## config.mk

```make
export PLATFORM = sky130hd
export DESIGN_NAME = mips_mem_port
export DESIGN_NICKNAME = d
export VERILOG_FILES = /design/src/rtl/mips_mem_pkg.sv /design/src/rtl/mem_wait_timer.sv /design/src/rtl/mips_mem_port.sv
export SDC_FILE = /design/constraint.sdc
export NUM_CORES = 1
export LEC_CHECK = 0
export CORE_UTILIZATION = 47
export CTS_BUF_LIST = sky130_fd_sc_hd__clkbuf_8
export DETAILED_ROUTE_END_ITERATION = 6
export GPL_TIMING_DRIVEN = 0
export PLACE_DENSITY = 0.84
export SYNTH_ARGS = -nofsm -noshare
export SYNTH_HDL_FRONTEND = slang
export SYNTH_SLANG_ARGS = --single-unit
```

## constraint.sdc

```tcl
create_clock -name Clk -period 3.5 [get_ports Clk]
set_clock_uncertainty 0.15 [all_clocks]
set_input_delay 0.35 -clock Clk [delete_from_list [all_inputs] [get_ports Clk]]
set_output_delay 0.35 -clock Clk [all_outputs]
set_load 0.1 [all_outputs]
```

## src/rtl/mips_mem_pkg.sv

```systemverilog
// Shared types for the MIPS memory-access front end.
// State and exception-cause encodings plus the default handler vector.
package mips_mem_pkg;

    typedef enum logic [1:0] {
        IDLE  = 2'd0,
        FETCH = 2'd1,
        DATA  = 2'd2
    } state_t;

    typedef enum logic [1:0] {
        NONE        = 2'd0,
        MIS_FETCH   = 2'd1,
        MIS_DATA    = 2'd2,
        BUS_TIMEOUT = 2'd3
    } cause_t;

    localparam logic [31:0] EXC_VECTOR_DEF = 32'h0000_0080;

endpackage

```

## src/rtl/mem_wait_timer.sv

```systemverilog
// Wait-cycle counter for an outstanding memory access.
// Expired is high during the last cycle the access may still complete.
module mem_wait_timer #(
    parameter int TIMEOUT = 16
) (
    input  logic clk,
    input  logic rst_n,
    input  logic clear,
    input  logic en,
    output logic expired
);

    localparam int CW = $clog2(TIMEOUT + 1);
    localparam logic [CW-1:0] LAST = CW'(TIMEOUT - 1);

    logic [CW-1:0] cnt_q;

    always_ff @(posedge clk or negedge rst_n) begin
        if (!rst_n) begin
            cnt_q <= '0;
        end else if (clear) begin
            cnt_q <= '0;
        end else if (en && !expired) begin
            cnt_q <= cnt_q + CW'(1);
        end
    end

    assign expired = (cnt_q == LAST);

endmodule

```

## src/rtl/mips_mem_port.sv

```systemverilog
// Variable-latency memory port for the multicycle MIPS datapath.
// Owns PC/EPC/IR/MDR and sequences fetches and loads/stores.
module mips_mem_port
    import mips_mem_pkg::*;
#(
    parameter int DATA_W = 32,
    parameter int ADDR_W = 32,
    parameter logic [ADDR_W-1:0] RESET_PC = '0,
    parameter logic [ADDR_W-1:0] EXC_VECTOR = ADDR_W'(EXC_VECTOR_DEF),
    parameter int TIMEOUT = 16
) (
    input  logic              Clk,
    input  logic              Reset_n,
    input  logic              Fetch_req,
    input  logic              Data_req,
    input  logic              Data_we,
    input  logic [ADDR_W-1:0] Alu_addr,
    input  logic [DATA_W-1:0] Store_data,
    input  logic              Pc_load,
    input  logic [ADDR_W-1:0] Pc_next,
    output logic              Mem_valid,
    output logic              Mem_wr,
    output logic [ADDR_W-1:0] Mem_addr,
    output logic [DATA_W-1:0] Mem_wdata,
    input  logic              Mem_ready,
    input  logic [DATA_W-1:0] Mem_rdata,
    output logic [ADDR_W-1:0] PC,
    output logic [DATA_W-1:0] IR,
    output logic [DATA_W-1:0] MDR,
    output logic [ADDR_W-1:0] EPC,
    output logic              Busy,
    output logic              Done,
    output logic              Exc,
    output logic [1:0]        Exc_cause
);

    localparam logic [ADDR_W-1:0] FOUR = ADDR_W'(4);

    state_t            state_q, state_d;
    cause_t            cause_q, cause_d;
    logic [ADDR_W-1:0] pc_q, pc_d, epc_q, epc_d, addr_q, addr_d;
    logic [DATA_W-1:0] ir_q, ir_d, mdr_q, mdr_d, wdata_q, wdata_d;
    logic              we_q, we_d, done_q, done_d, exc_q, exc_d;
    logic              expired;

    mem_wait_timer #(.TIMEOUT(TIMEOUT)) u_timer (
        .clk     (Clk),
        .rst_n   (Reset_n),
        .clear   (state_q == IDLE),
        .en      (state_q != IDLE),
        .expired (expired)
    );

    always_ff @(posedge Clk or negedge Reset_n) begin
        if (!Reset_n) begin
            state_q <= IDLE;
        end else begin
            state_q <= state_d;
        end
    end

    always_comb begin
        state_d = state_q;
        cause_d = cause_q;
        pc_d    = pc_q;
        epc_d   = epc_q;
        ir_d    = ir_q;
        mdr_d   = mdr_q;
        addr_d  = addr_q;
        we_d    = we_q;
        wdata_d = wdata_q;
        done_d  = 1'b0;
        exc_d   = 1'b0;
        unique case (state_q)
            IDLE: begin
                if (Pc_load) begin
                    pc_d = Pc_next;
                end else if (Fetch_req) begin
                    if (pc_q[1:0] != 2'b00) begin
                        epc_d   = pc_q;
                        pc_d    = EXC_VECTOR;
                        cause_d = MIS_FETCH;
                        exc_d   = 1'b1;
                    end else begin
                        addr_d  = pc_q;
                        we_d    = 1'b0;
                        state_d = FETCH;
                    end
                end else if (Data_req) begin
                    if (Alu_addr[1:0] != 2'b00) begin
                        epc_d   = pc_q - FOUR;
                        pc_d    = EXC_VECTOR;
                        cause_d = MIS_DATA;
                        exc_d   = 1'b1;
                    end else begin
                        addr_d  = Alu_addr;
                        we_d    = Data_we;
                        wdata_d = Store_data;
                        state_d = DATA;
                    end
                end
            end
            FETCH, DATA: begin
                // Ready wins over expiry so the last allowed cycle completes.
                if (Mem_ready) begin
                    if (state_q == FETCH) begin
                        ir_d = Mem_rdata;
                        pc_d = pc_q + FOUR;
                    end else if (!we_q) begin
                        mdr_d = Mem_rdata;
                    end
                    done_d  = 1'b1;
                    state_d = IDLE;
                end else if (expired) begin
                    epc_d   = (state_q == FETCH) ? pc_q : pc_q - FOUR;
                    pc_d    = EXC_VECTOR;
                    cause_d = BUS_TIMEOUT;
                    exc_d   = 1'b1;
                    state_d = IDLE;
                end
            end
            default: state_d = IDLE;
        endcase
    end

    always_ff @(posedge Clk or negedge Reset_n) begin
        if (!Reset_n) begin
            cause_q <= NONE;
            pc_q    <= RESET_PC;
            epc_q   <= '0;
            ir_q    <= '0;
            mdr_q   <= '0;
            addr_q  <= '0;
            we_q    <= 1'b0;
            wdata_q <= '0;
            done_q  <= 1'b0;
            exc_q   <= 1'b0;
        end else begin
            cause_q <= cause_d;
            pc_q    <= pc_d;
            epc_q   <= epc_d;
            ir_q    <= ir_d;
            mdr_q   <= mdr_d;
            addr_q  <= addr_d;
            we_q    <= we_d;
            wdata_q <= wdata_d;
            done_q  <= done_d;
            exc_q   <= exc_d;
        end
    end

    assign Mem_valid = (state_q != IDLE);
    assign Mem_wr    = (state_q == DATA) && we_q;
    assign Mem_addr  = addr_q;
    assign Mem_wdata = wdata_q;
    assign Busy      = (state_q != IDLE);
    assign Done      = done_q;
    assign Exc       = exc_q;
    assign Exc_cause = cause_q;
    assign PC        = pc_q;
    assign IR        = ir_q;
    assign MDR       = mdr_q;
    assign EPC       = epc_q;

endmodule

```

-- Word-level counts from Yosys, hierarchy flattened
Index checks and enable logic that the tools add are counted.
- register bits: 204
- output and inout port bits: 199
- word-level logic and storage cells: 110
- add/subtract/negate cells: 3
- equality and inequality tests: 18
- muxes and demuxes: 54
- bitwise gates (word level): 5
- reduce and logical (&&, ||, !) cells: 18
- operator list (operator ; count):
    $mux W32 ; 20
    $pmux W32 S2 ; 2
    $add A32 B3 Y32 const B ; 1
    $sub A32 B3 Y32 const B ; 1
    $mux W2 ; 14
    $ne A3 B3 Y1 const B ; 6
    $reduce_and A5 Y1 ; 3
    $mux W1 ; 13
    $ne A4 B4 Y1 const B ; 3
    $reduce_bool A2 Y1 ; 6
    $mux W5 ; 2
    $ne A2 B2 Y1 const B ; 4
    $pmux W2 S2 ; 2
    $reduce_and A7 Y1 ; 1
    $reduce_and A6 Y1 ; 1
    $add A5 B1 Y5 const B ; 1
    $eq A5 B4 Y1 const B ; 1
    $not A1 Y1 ; 5
    $reduce_and A4 Y1 ; 1
    $ne A3 B2 Y1 const B ; 1
    $reduce_and A3 Y1 ; 1
    $eq A2 B1 Y1 const B ; 1
    $eq A2 B2 Y1 const B ; 1
    $logic_and A1 B1 Y1 ; 2
    5 further kinds ; 5

-- Longest topological paths before layout
Gate-level depths: netlist (run 1).
- depth in word-level cells: 6
- gate-level depth with buffers: 11

-- Hierarchy
Synthesis (run 1) repeated with hierarchy kept, for this count alone.
- cells, all modules: 883
- area total of the unflattened synthesis: 9614.2 µm²
- by module, submodules not included (module ; instances ; cells each ; area an instance (µm²) ; sequential area each (µm²)):
    mips_mem_port ; 1 ; 860 ; 9354.0 ; 4979.8
    mem_wait_timer ; 1 ; 23 ; 260.2 ; 125.1

-- Worst setup path before layout (run 1)
No wires, ideal clock.
- path kind: reg-to-reg
- start: register state_q[0]
- end: register epc_q[30] (netlist: EPC[30])
- setup time: 0.074 ns
- data arrival time: 2.779 ns
- required time: 3.276 ns
- setup slack: 0.497 ns
- cell stages (with the launch flop): 11
- period minus slack after synthesis: 3.003 ns
- cells stage by stage: dfrtp_1 > inv_1 > ha_1 > clkbuf_1 > inv_1 > nor2_1 > a31oi_1 > clkbuf_1 > clkbuf_1 > nand2_1 > o21ai_2
- cells in the longest elaborated chain, start to end: 5
- RTL lines (what ; RTL line ; RTL):
    from (decl) ; mips_mem_port.sv:39 ; state_t state_q, state_d;
    from (signal assigned) ; mips_mem_port.sv:58 ; state_q <= state_d;
    $eq A2 B1 Y1 ; mips_mem_port.sv:74, mips_mem_port.sv:115 ;
    $mux W32 ; mips_mem_port.sv:115 ; epc_d = (state_q == FETCH) ? pc_q : pc_q - FOUR;
    $mux W32 ; mips_mem_port.sv:114 ; end else if (expired) begin
    $mux W32 ; mips_mem_port.sv:105 ; if (Mem_ready) begin
    $pmux W32 S2 ; mips_mem_port.sv:74 ; unique case (state_q)
    to (signal assigned) ; mips_mem_port.sv:141 ; epc_q <= epc_d;
    to (decl) ; mips_mem_port.sv:41 ; logic [ADDR_W-1:0] pc_q, pc_d, epc_q, epc_d, addr_q, addr_d;
Several ways; a longest one is shown, not always the timed one. The select of a mux whose other input is x is not followed.
A chain may end at the register's enable or synchronous reset.

-- Worst setup path in the final report (run 1)
- start: register u_timer.cnt_q[0]
- end: register epc_q[4] (netlist: EPC[4])
- cells in the longest elaborated chain, start to end: 3
- RTL lines (what ; RTL line ; RTL):
    from (decl) ; mem_wait_timer.sv:16 ; logic [CW-1:0] cnt_q;
    from (signal assigned) ; mem_wait_timer.sv:24 ; cnt_q <= cnt_q + CW'(1);
    $eq A5 B4 Y1 ; mem_wait_timer.sv:28 ; assign expired = (cnt_q == LAST);
    $ne A2 B1 Y1 (no source line) ; n/a ;
    $reduce_and A7 Y1 (no source line) ; n/a ;
No other way between the ends.

==> metrics, run 1 <==
asr flop ratio synth 100%; Distinct cells, synth 58; wirelength, routed 30500 um; clk_lat worst skew 0.52 ns; post-synth design cell area 0.00947 mm^2; Slew Viols, Final 0; initial antenna violation count 2; vias in the first global route 8400; fin worst setup slack 0.347 ns; critical path arrival 3.42 ns; crit end category flop; DR DRC count 0; area grow syn2layout 47.0%; largest net degree at the start of global routing 127; die area 0.0207 mm^2; Post CTS Setup Buffer Count 0; first-pass GRT wire length 46000 um; Die H 144 um; Post-Synthesis Cells 874; upper clock frequency limit 317 MHz; maxcap violations 0; via count 8404; clock buffer depth 3; register area share after synthesis 53.9%; area leader, netlist dfrtp_1; clock slew at reported path FFs 0.06 ns; RSZ-0062 raised after global routing false; I/O Buffers 333; initial drt markers 622; Clock Sink Count 204; Synth Register Bits 204; Syn. warnings 0; Final ANT Viol Nets 0; Placed Area 0.0132 mm^2; Commonest cells post-synth dfrtp_1, o21ai_0, mux2_2; most frequent cell after synthesis dfrtp_1; Avg Vias per Cell 5.47; Synthesized Nets 1017; row count 51; Overall Global Routing Usage 29.3%; die width 144 um; gr ovfl total 0; worst-path maximum fanout 10; crit path kind reg2reg; Final HPWL DP 22600 um; drt first pass iters 5; startpoint types flop; Ports 334; final worst path period share 90.1%; HP Class in2reg; Worst Max-Slew Pin Slew 1.09 ns; final net count 1390; Final Cell Area 0.0139 mm^2; routability cong. 0.909; Yosys top cell area share 53.9%; Fillers 1483; Non-Filler Instances 1535; Core ar. 0.0196 mm^2; layout cells sized above 1 13.6%; worst slack at placement 0.189 ns; final setup fails 0; CTS tree yes; largest cells by area after synthesis dfrtp_1, mux2_2, o21ai_0; status finished, final reports clean; Final Hold Vio Count 0; Tmin final 3.15 ns; Req. time, crit path 3.77 ns; Post-synth EDFFs 0; clk root buf clkbuf_8; placed cell count 1473; starting density of the core 48.3%; top_reg_cell synth dfrtp_1; relative slew slack 26.9%; syn avg cell area 10.8 um^2; antenna cell count 0; WL/cell 19.9 um; H-tree Lvls 2; cts bufs inserted 36
==> critical path: stages, from the launching register on <==
cell	delay, ns
dfrtp_1	0.41
ha_1	0.22
and3_1	0.18
ha_1	0.17
clkbuf_1	0.20
nand2b_1	0.20
nand2_1	0.10
a31oi_1	0.48
clkbuf_1	0.42
clkbuf_2	0.35
nand2_1	0.08
o21ai_0	0.08
==> logic make-up after synthesis <==
kind of cell | synth area share (%)
AND/OR/NAND/NOR | 11.4
multiplexers | 15.4
adder cells (fa/ha/maj) | 1.06
AO/OA/AOI/OAI | 11.5
flip-flops | 53.9
XOR/XNOR | 2.77
buffers and inverters | 4.06
==> per-layer routing <==
metal  up-vias  GRT usage [%]  wire length, um  part of all wire, %
met1      4051           34.7            11400                   37
met4         2           10.9              888                  2.9
met3        74           8.36             3000                  9.8
li1       3841              -                -                    -
met2       436           50.3            15200                   50
met5         -              0               10                0.033
==> flip-flops by register name (all words and copies together), names as in the netlist, 5 cells and up <==
signal,count
EPC,32
IR,32
MDR,32
Mem_addr,32
Mem_wdata,32
PC,32
u_timer.cnt_q,5
==> per-stage QoR <==
| step | hold slack (ns) | utilization (%) | setup TNS (ns) |
|---|---|---|---|
| final | 0.235 | 71.1 | 0 |
| after global placement | 0.311 | 67.0 | -1351.14 |
| after CTS | 0.206 | 71.0 | 0 |
| after floorplan | -0.0956 | - | 0 |
| after detailed placement | 0.239 | 67.2 | 0 |
| after global routing | 0.223 | 71.1 | 0 |
==> timing repair <==
item	CTS	global route
hold buffers	1	0
hold endpoints to repair	78	0
endpoints found under the setup margin	0	17
resized for setup	0	6
==> cells in the final DEF (no fill, tap or decap), types with 7 or more instances in the layout <==
cell / count
dfrtp_1: 204
clkbuf_1: 50
nor3_1: 20
o21ai_0: 99
nand3_1: 12
mux2_2: 98
a21oi_1: 33
nand2_1: 96
clkbuf_8: 47
nand4_1: 9
inv_1: 30
a31oi_1: 9
buf_2: 10
buf_1: 7
clkdlybuf4s50_1: 330
ha_1: 8
nor2_1: 29
xnor2_1: 24
nor4_1: 10
mux2i_1: 35
==> cell type report <==
class | count | area, um^2 | share of cell area, %
clock buffer | 47 | 647 | 4.65
inverter | 21 | 78.8 | 0.566
clock inverter | 14 | 87.6 | 0.629
timing repair buffer | 335 | 3380 | 24.3
multi-input combinational | 576 | 3980 | 28.6
tap | 265 | 332 | 2.38
sequential | 204 | 5100 | 36.7
buffer | 73 | 308 | 2.21
==> worst paths after layout <==
check | startpoint | end | slack, ns | depth (start not counted)
max in group asynchronous | Reset_n | Mem_wdata[7] | 1.93 | 3
min reg2reg | Mem_addr[15] | Mem_addr[15] | 0.33 | 2
min | Pc_next[0] | PC[0] | 0.23 | 3
max reg2reg | u_timer.cnt_q[0] | EPC[4] | 0.35 | 11
min in group asynchronous | Reset_n | MDR[18] | 0.27 | 2
max | u_timer.cnt_q[0] | EPC[4] | 0.35 | 11
Power of run 1 is not shown: default switching activity piles up to over one toggle a cycle in this logic, so the estimate is an artifact.
==> inputs of run 2 (changes only) <==
--- a/config.mk
+++ b/config.mk
@@ -8,7 +8,6 @@
 export CORE_UTILIZATION = 47
 export CTS_BUF_LIST = sky130_fd_sc_hd__clkbuf_8
 export DETAILED_ROUTE_END_ITERATION = 6
-export GPL_TIMING_DRIVEN = 0
 export PLACE_DENSITY = 0.84
 export SYNTH_ARGS = -nofsm -noshare
 export SYNTH_HDL_FRONTEND = slang
==> metrics, run 2 (synthesized netlist as in run 1, its figures left out) <==
worst r2r src state_q[0]; upper clock frequency limit 342 MHz; Overall Global Routing Usage 26.5%; clk root buf clkbuf_8; row count 51; Critical Path Source state_q[0]; routability cong. 0.841; HP Class in2reg; Final HPWL DP 19900 um; gr ovfl total 0; commonest non-fill, non-tap cell in the layout clkdlybuf4s50_1; vias in the first global route 8013; cts bufs inserted 36; min-delay src Pc_next[0]; Slew Viols, Final 0; wirelength, routed 27500 um; relative slew slack 27.4%; Ports 334; fin worst setup slack 0.573 ns; worst slack at placement 0.583 ns; most frequent cells in the layout clkdlybuf4s50_1, dfrtp_1, o21ai_0, mux2_2, nand2_1; final setup fails 0; final worst path period share 83.6%; initial drt markers 453; Avg Vias per Cell 5.37; status finished, final reports clean; DR DRC count 0; clock slew at reported path FFs 0.06 ns; Tmin final 2.93 ns; starting density of the core 48.3%; Final ANT Viol Nets 0; via count 7977; initial antenna violation count 1; startpoint types flop; layout cells sized above 1 16.2%; Final Hold Vio Count 0; Final Cell Area 0.0138 mm^2; die width 144 um; Die H 144 um; CTS tree yes; drt first pass iters 5; Req. time, crit path 3.71 ns; critical path arrival 3.14 ns; crit end category flop; largest net degree at the start of global routing 100; crit path kind reg2reg; Core ar. 0.0196 mm^2; I/O Buffers 333; Fillers 1461; WL/cell 18.5 um; Layout Utilization 70.3%; Worst Max-Slew Pin Slew 1.09 ns; die area 0.0207 mm^2; clock buffer depth 3; final net count 1339; first-pass GRT wire length 42200 um; area grow syn2layout 45.4%; maxcap violations 0; H-tree Lvls 2; RSZ-0062 raised after global routing false; Clock Sink Count 204; Placed Area 0.0130 mm^2; clk_lat worst skew 0.51 ns; worst-path maximum fanout 28; Sum Neg Setup Slack 0 ns
run 2: cell count changes in the layout (fill, tap and decap cells not counted), moves of 2 or more:
cell,before,now
buf_1,7,0
buf_2,10,1
buf_4,3,35
clkinv_2,1,3
dlymetal6s2s_1,2,0
clkdlybuf4s50_1,330,318
clkbuf_2,2,0
clkbuf_1,50,0
clkinvlp_4,2,0
run 2: layout make-up:
type	instances	area, um^2	area share, %
sequential	204	5100	37.1
multi-input combinational	576	4020	29.2
clock inverter	16	116	0.845
inverter	21	78.8	0.573
timing repair buffer	357	3490	25.4
clock buffer	45	619	4.50
tap	265	332	2.41
antenna	1	2.50	0.0182
run 2: stage by stage:
stage / std cells / hold slack (ns)
floorplan: 874 / -0.0956
global placement: 1422 / 0.264
detailed placement: 1422 / 0.273
CTS: 1484 / 0.228
global route: 1485 / 0.245
finish: 1485 / 0.260
run 2: path summary, 6_finish.rpt:
path	end	slack, ns	cells past startpoint
max	EPC[1]	0.57	8
max reg2reg	EPC[1]	0.57	8
max in group asynchronous	PC[1]	1.94	3
min	PC[0]	0.26	3
min reg2reg	Mem_addr[19]	0.33	2
min in group asynchronous	Mem_addr[5]	0.27	2
run 2: what timing repair did:
item                                   CTS  global route
endpoints found under the hold margin   77             0
hold buffers                             1             0
setup buffers                            0             0
resized for setup                        0             0
run 2: routing by layer:
layer	global-route usage, %	wire (um)	up-vias
met5	0	0	-
met3	7.30	2380	57
li1	-	-	3739
met4	10.8	828	0
met1	32.6	11000	3839
met2	43.8	13300	342
run 2: worst max-delay path, stage by stage, from the launching register on:
cell and delay [ns]:
dfrtp_1 0.41, inv_1 0.12, ha_1 0.34, inv_1 0.26
nor2_1 0.55, a31oi_4 0.43, buf_4 0.36, nand2_1 0.08
o21ai_0 0.07
Power of run 2 is left out for the same reason.
==> inputs of run 3 (changes only) <==
==> constraint.sdc (replaced) <==
create_clock -name Clk -period 2.9 [get_ports Clk]
set_clock_uncertainty 0.15 [all_clocks]
set_input_delay 0.29 -clock Clk [delete_from_list [all_inputs] [get_ports Clk]]
set_output_delay 0.29 -clock Clk [all_outputs]
set_load 0.1 [all_outputs]
==> metrics, run 3 (synthesized netlist as in run 1, its figures left out) <==
layout cells sized above 1 32.0%; maxcap violations 0; clk root buf clkbuf_8; DR DRC count 0; Final ANT Viol Nets 0; critical path arrival 2.86 ns; most frequent cells in the layout buf_4, dfrtp_1, clkdlybuf4s50_1, o21ai_0, mux2_2; vias in the first global route 7828; largest net degree at the start of global routing 73; routability cong. 0.846; WL/cell 17.9 um; initial antenna violation count 1; Overall Global Routing Usage 25.8%; Final HPWL DP 19400 um; clock buffer depth 3; starting density of the core 48.3%; RSZ-0062 raised after global routing false; Req. time, crit path 3.17 ns; CTS tree yes; die width 144 um; Final Hold Vio Count 0; gr ovfl total 0; clk_lat worst skew 0.50 ns; crit path kind reg2reg; drt first pass iters 4; I/O Buffers 333; die area 0.0207 mm^2; crit end category flop; worst-path maximum fanout 29; wirelength, routed 26700 um; H-tree Lvls 2; PostCTS Resize Cnt 0; Slew Viols, Final 0; Worst Max-Slew Pin Slew 0.700 ns; area grow syn2layout 41.6%; Ports 334; HP Class in2async; Fillers 1533; Avg Vias per Cell 5.26; commonest non-fill, non-tap cell in the layout buf_4; final worst path period share 89.3%; cts bufs inserted 36; Clock Sink Count 204; clock slew at reported path FFs 0.06 ns; Tmin final 2.59 ns; startpoint types flop; first-pass GRT wire length 41100 um; via count 7866; row count 51; status finished, final reports clean; Die H 144 um; final setup fails 0; final net count 1350; initial drt markers 474; Core ar. 0.0196 mm^2; Layout Utilization 68.5%; relative slew slack 52.8%; Sum Neg Setup Slack 0 ns; upper clock frequency limit 386 MHz
==> run 3: cell type report <==
| cell class | count | area, um^2 | area share [%] |
|---|---|---|---|
| Timing Repair Buffer | 368 | 3160 | 23.6 |
| Tap cell | 265 | 332 | 2.47 |
| Clock inverter | 16 | 87.6 | 0.653 |
| Sequential cell | 204 | 5100 | 38.1 |
| Antenna cell | 1 | 2.50 | 0.0187 |
| Multi-Input combinational cell | 576 | 4020 | 30.0 |
| Inverter | 21 | 82.6 | 0.616 |
| Clock buffer | 45 | 619 | 4.62 |
==> run 3: timing repair <==
item                                   in CTS  in global routing
hold buffers                                1                  0
endpoints found under the hold margin      68                  0
setup buffers                               0                  0
==> run 3: worst max-delay path: stages, from the launching register on <==
cell and delay, ns:
dfrtp_1 0.41, inv_1 0.09, ha_1 0.31, buf_4 0.19, nand2_1 0.15, buf_4 0.28
clkinv_1 0.07, buf_4 0.23, nand3_1 0.18, o31a_1 0.31, o22ai_1 0.13
==> run 3: final timing paths <==
check | from | to | slack, ns | depth (start not counted)
max reg2reg | state_q[1] | PC[31] | 0.31 | 10
max in group asynchronous | Reset_n | Mem_addr[24] | 1.59 | 3
min reg2reg | Mem_addr[30] | Mem_addr[30] | 0.33 | 2
min in group Clk | Data_we | we_q | 0.21 | 3
min | Reset_n | Mem_addr[3] | 0.17 | 2
max | state_q[1] | PC[31] | 0.31 | 10
==> run 3: metal layers <==
| layer | vias up | track usage, % | wire [um] |
|---|---|---|---|
| met5 | - | 0 | 0 |
| met4 | 0 | 8.51 | 565 |
| met3 | 40 | 6.86 | 2180 |
| met2 | 337 | 43.3 | 13000 |
| met1 | 3734 | 32.1 | 11000 |
| li1 | 3755 | - | - |
==> run 3: stage by stage <==
| stage | worst slack, ns | hold WS (ns) | area (um^2) | instances |
|---|---|---|---|---|
| after floorplan | 0.0554 | -0.156 | 9480 | 874 |
| after global placement | 0.234 | 0.190 | 12700 | 1433 |
| after detailed placement | 0.219 | 0.196 | 12700 | 1433 |
| after CTS | 0.331 | 0.172 | 13400 | 1495 |
| after global routing | 0.116 | 0.211 | 13400 | 1495 |
| final | 0.309 | 0.174 | 13400 | 1496 |
Power of run 3 is left out for the same reason.
